<file path="config.mk">
export PLATFORM = sky130hd
export DESIGN_NAME = pipe_skid
export DESIGN_NICKNAME = d
export VERILOG_FILES = /design/src/rtl/pipe_pkg.sv /design/src/rtl/pipe_skid.sv
export SDC_FILE = /design/constraint.sdc
export NUM_CORES = 1
export LEC_CHECK = 0
export ABC_AREA = 1
export CORE_MARGIN = 4
export CORE_UTILIZATION = 40
export DETAILED_ROUTE_END_ITERATION = 8
export PLACE_DENSITY = 0.73
export SYNTH_ARGS = -nofsm -noshare
export SYNTH_HDL_FRONTEND = slang
export SYNTH_SLANG_ARGS = --single-unit
</file>
<file path="constraint.sdc">
create_clock -name clk -period 2.9 [get_ports clk]
set_input_delay 0.435 -clock clk [delete_from_list [all_inputs] [get_ports clk]]
set_output_delay 0.435 -clock clk [all_outputs]
set_load 0.01 [all_outputs]
</file>
<file path="src/rtl/pipe_pkg.sv">
// pipe_pkg: shared state encoding and occupancy width for the skid pipeline stage
package pipe_pkg;
  typedef enum logic [1:0] {PS_EMPTY, PS_BUSY, PS_FULL} pipe_state_e;
  localparam int PIPE_OCC_W = 2;
endpackage

</file>
<file path="src/rtl/pipe_skid.sv">
// pipe_skid: two-entry skid buffer; pin_ready comes straight from a flop to cut the ready chain
module pipe_skid
  import pipe_pkg::*;
#(
  parameter int DATA_W = 32
) (
  input  logic              clk,
  input  logic              rst,
  input  logic              flush,
  input  logic              pin_valid,
  output logic              pin_ready,
  input  logic [DATA_W-1:0] pin_data,
  output logic              pout_valid,
  input  logic              pout_ready,
  output logic [DATA_W-1:0] pout_data
);
  pipe_state_e state, state_n;
  logic [DATA_W-1:0] skid_data;
  logic skid_valid, in_fire, out_fire, main_ld, main_from_skid, skid_ld;
  assign skid_valid = ~pin_ready;
  // next state and load enables; flush wins over any handshake in the same cycle
  always_comb begin
    in_fire        = pin_valid & pin_ready;
    out_fire       = pout_valid & pout_ready;
    state_n        = flush ? PS_EMPTY :
                     state == PS_EMPTY ? (in_fire ? PS_BUSY : PS_EMPTY) :
                     state == PS_BUSY  ? (in_fire & ~out_fire ? PS_FULL :
                                          ~in_fire & out_fire ? PS_EMPTY : PS_BUSY) :
                     (out_fire ? PS_BUSY : PS_FULL);
    main_ld        = ~flush & in_fire & (state == PS_EMPTY | out_fire);
    main_from_skid = ~flush & out_fire & (state == PS_FULL);
    skid_ld        = ~flush & in_fire & ~out_fire & (state == PS_BUSY);
  end
  // control flops; valid/ready are registered decodes of the next state
  always_ff @(posedge clk or negedge rst) begin
    if (!rst) begin
      state      <= PS_EMPTY;
      pout_valid <= 1'b0;
      pin_ready  <= 1'b1;
    end else begin
      state      <= state_n;
      pout_valid <= state_n != PS_EMPTY;
      pin_ready  <= state_n != PS_FULL;
    end
  end
  // payload flops move only on a handshake so data holds while stalled
  always_ff @(posedge clk or negedge rst) begin
    if (!rst) begin
      pout_data <= '0;
      skid_data <= '0;
    end else begin
      if (main_ld) pout_data <= pin_data;
      else if (main_from_skid) pout_data <= skid_data;
      if (skid_ld) skid_data <= pin_data;
    end
  end
`ifndef SYNTHESIS
  logic [PIPE_OCC_W-1:0] occ;
  assign occ = {1'b0, pout_valid} + {1'b0, skid_valid};
  a_stall_stable: assert property (@(posedge clk) disable iff (!rst)
    pout_valid && !pout_ready && !flush |=> $stable(pout_valid) && $stable(pout_data));
  a_skid_main: assert property (@(posedge clk) disable iff (!rst) skid_valid |-> pout_valid);
  a_occ: assert property (@(posedge clk) disable iff (!rst) occ <= 2'd2);
`endif
endmodule

</file>
==> out/metrics.yaml <==
clock_network:
  hold_buffers: 0
  cts.path.max_buffers: 2
  clock_latency_ps: 340
  clock_sinks: 68
  clk_pin_slew_worst_paths_ps: 80
  cts_resized: 0
  cts_setup_buffers: 0
  cts_tree: "built"
  cts_buffers: 9
  ctsHtreeMaxLevel: 3
  cts_root_buffer: "clkbuf_8"
detailed_routing:
  highest_layer: "met4"
  vias_per_cell: 4.86
  wl_met2_um: 3610
  vias: 2843
  antenna_left: 0
  routed_wl_um: 7780
  drt-pass1-iter-count: 5
  drt-met1-wl_um: 3610
  post_drt_wl_per_cell_um: 13.3
  drt_iter0_markers: 177
  wl_met3_um: 468
  drc: 0
yosys:
  netlist_instances: 410
  yosysMostFrequentCell: "nand2_1"
  yosys_most_used_dff: "dfrtp_1"
  synthTopCellsByArea: "dfrtp_1, nand3_1, nand2_1"
  synth_area_mm2: 0.00321
  synth_edf_count: 0
  async_flop_share_pct: 100
  ys_seq_elements: 68
  synth_seq_area_share_pct: 53.1
  syn_nets: 448
  synth_common_cells: "nand2_1, nand3_1, inv_1"
  synth_largest_area_cell: "dfrtp_1"
  yosys_warnings: 0
  yosysTopAreaCellShare_pct: 52.3
  postSynthAreaPerCell_um2: 7.82
  synth_cell_types: 17
power:
  vdd_drop_max_mv: 0.597
  powerDensity_mw_per_mm2: 953
  p_leak_uw: 0.00221
critical_path:
  slowest_stage: "dfstp_2"
  worstSetupPathType: "flop to output pin"
  crit_buf_inv: 1
  required_ps: 2470
  setup.worst_path.start_class: "flop"
  crit_chain: "clkdlybuf4s50_1"
  reg2reg_from: "pin_ready$_DFF_PN1_"
  crit_path_max_fanout: 3
  critPathMaxStageDelay_ps: 550
  cpLargestDelayFamily: "flip-flops"
  r2r-end: "pout_data[18]$_DFFE_PN0P_"
  end_kind: "output pin"
  r2r_cells: 7
  reg2reg_slack_ps: 1170
  worstPathArrival_ps: 1420
global_route:
  grt_start_max_net_pins: 41
  antenna_found_initial: 0
  grt_pass1_wl_um: 13300
  grt_usage_pct: 17.0
  grt_overflow_total: 0
  grt_pass1_vias: 2818
layout:
  fill_cells: 721
  area_delta_synth_final_pct: 30.3
  diodes: 0
  drive_gt1_share_pct: 7.04
  nets: 516
  instances_no_fill: 585
job:
  cap_violations: 0
floorplanning:
  io_pins: 71
  die_h_um: 97.5
  die_width_um: 97.5
  rows: 32
  core_mm2: 0.00777
  die_area_mm2: 0.00951
  start_util_pct: 41.3
placement:
  place.gp.congestion: 0.810
  dp_hpwl_um: 5380
  io_buffers: 70
  dp_cells: 569
  dp_slack_ps: 778
timing:
  skew_ps: 12.8
  tightest_slew_ps: 472
  relSlewSlack_pct: 68.5
  setup_ws_ps: 1050
  tns_ps: 0
  setup_violations: 0
  rsz0062_at_grt: "no"
  clock.fmax_mhz: 540
  finalCritPeriodShare_pct: 63.8
  period_minus_slack_ps: 1850
  final_hold_viol_count: 0
  drv_slew: 0
outcome:
  status: "complete, no violations"
min_path:
  hold_path_class: "input pin to async pin"
==> metrics by stage <==
step / instance area, µm² / utilization [%] / total power [µW] / hold slack, ps
final: 4180 / 53.8 / 3980 / 37.2
after CTS: 4180 / 53.8 / 4030 / 29.9
after global routing: 4180 / 53.8 / 4320 / 40.2
after global placement: 4000 / 51.5 / 3250 / 406
after floorplan: 3210 / - / 2600 / 139
after detailed placement: 4000 / 51.5 / 3310 / 413
==> where the power goes <==
group / total, µW / internal, µW / switching [µW]
Combinational: 1650 / 772 / 873
Clock: 698 / 313 / 385
Sequential: 1640 / 1390 / 252
==> cells in the final DEF, fill, tap and decap left out, types with 3 or more instances in the layout <==
cell type / netlist / final
buf_4: 2 / 12
nand3_1: 98 / 98
clkbuf_8: 0 / 9
nand2_1: 107 / 106
o21ai_0: 7 / 7
clkdlybuf4s50_1: 0 / 69
dfrtp_1: 67 / 67
inv_1: 71 / 71
nor2_1: 3 / 3
o21ai_1: 27 / 27
==> metal layers <==
metal | global-route usage, % | vias up
met2 | 26.1 | 79
met3 | 4.74 | 9
met1 | 23.2 | 1328
li1 | - | 1427
met5 | 0 | -
met4 | 5.54 | 0
==> logic make-up after synthesis <==
family,after synthesis,share of synthesized area [%]
and+or+nand+nor,210,28.9
buffers and inverters,96,12.0
AOI/OAI and AO/OA,35,5.58
adders and majority gates,1,0.390
DFF,68,53.1
==> worst max-delay path by stage <==
stage,startpoint,endpoint,depth (start not counted)
after floorplan,pin_ready$_DFF_PN1_,skid_data[18]$_DFFE_PN0P_,6
after global placement,pin_valid,pout_data[18]$_DFFE_PN0P_,8
after detailed placement,pin_valid,pout_data[18]$_DFFE_PN0P_,8
after CTS,pin_ready$_DFF_PN1_,pin_ready,1
after global routing,pin_valid,skid_data[1]$_DFFE_PN0P_,7
final,pin_ready$_DFF_PN1_,pin_ready,1
==> layout make-up <==
| type | count | area (µm²) | share of cell area, % |
|---|---|---|---|
| clock inverters | 7 | 51.3 | 1.23 |
| well taps | 102 | 128 | 3.05 |
| multi-input cells | 246 | 1120 | 26.8 |
| repair buffers | 82 | 786 | 18.8 |
| clock buffers | 9 | 124 | 2.96 |
| flip-flops and latches | 68 | 1700 | 40.7 |
| inverters | 71 | 267 | 6.38 |
==> registers in the layout (all words and copies together) (netlist names) <==
register and count:
pin_ready 1, pout_data 32, pout_valid 1, skid_data 32
state 2
No activity file was read; power rests on OpenSTA's default activity.
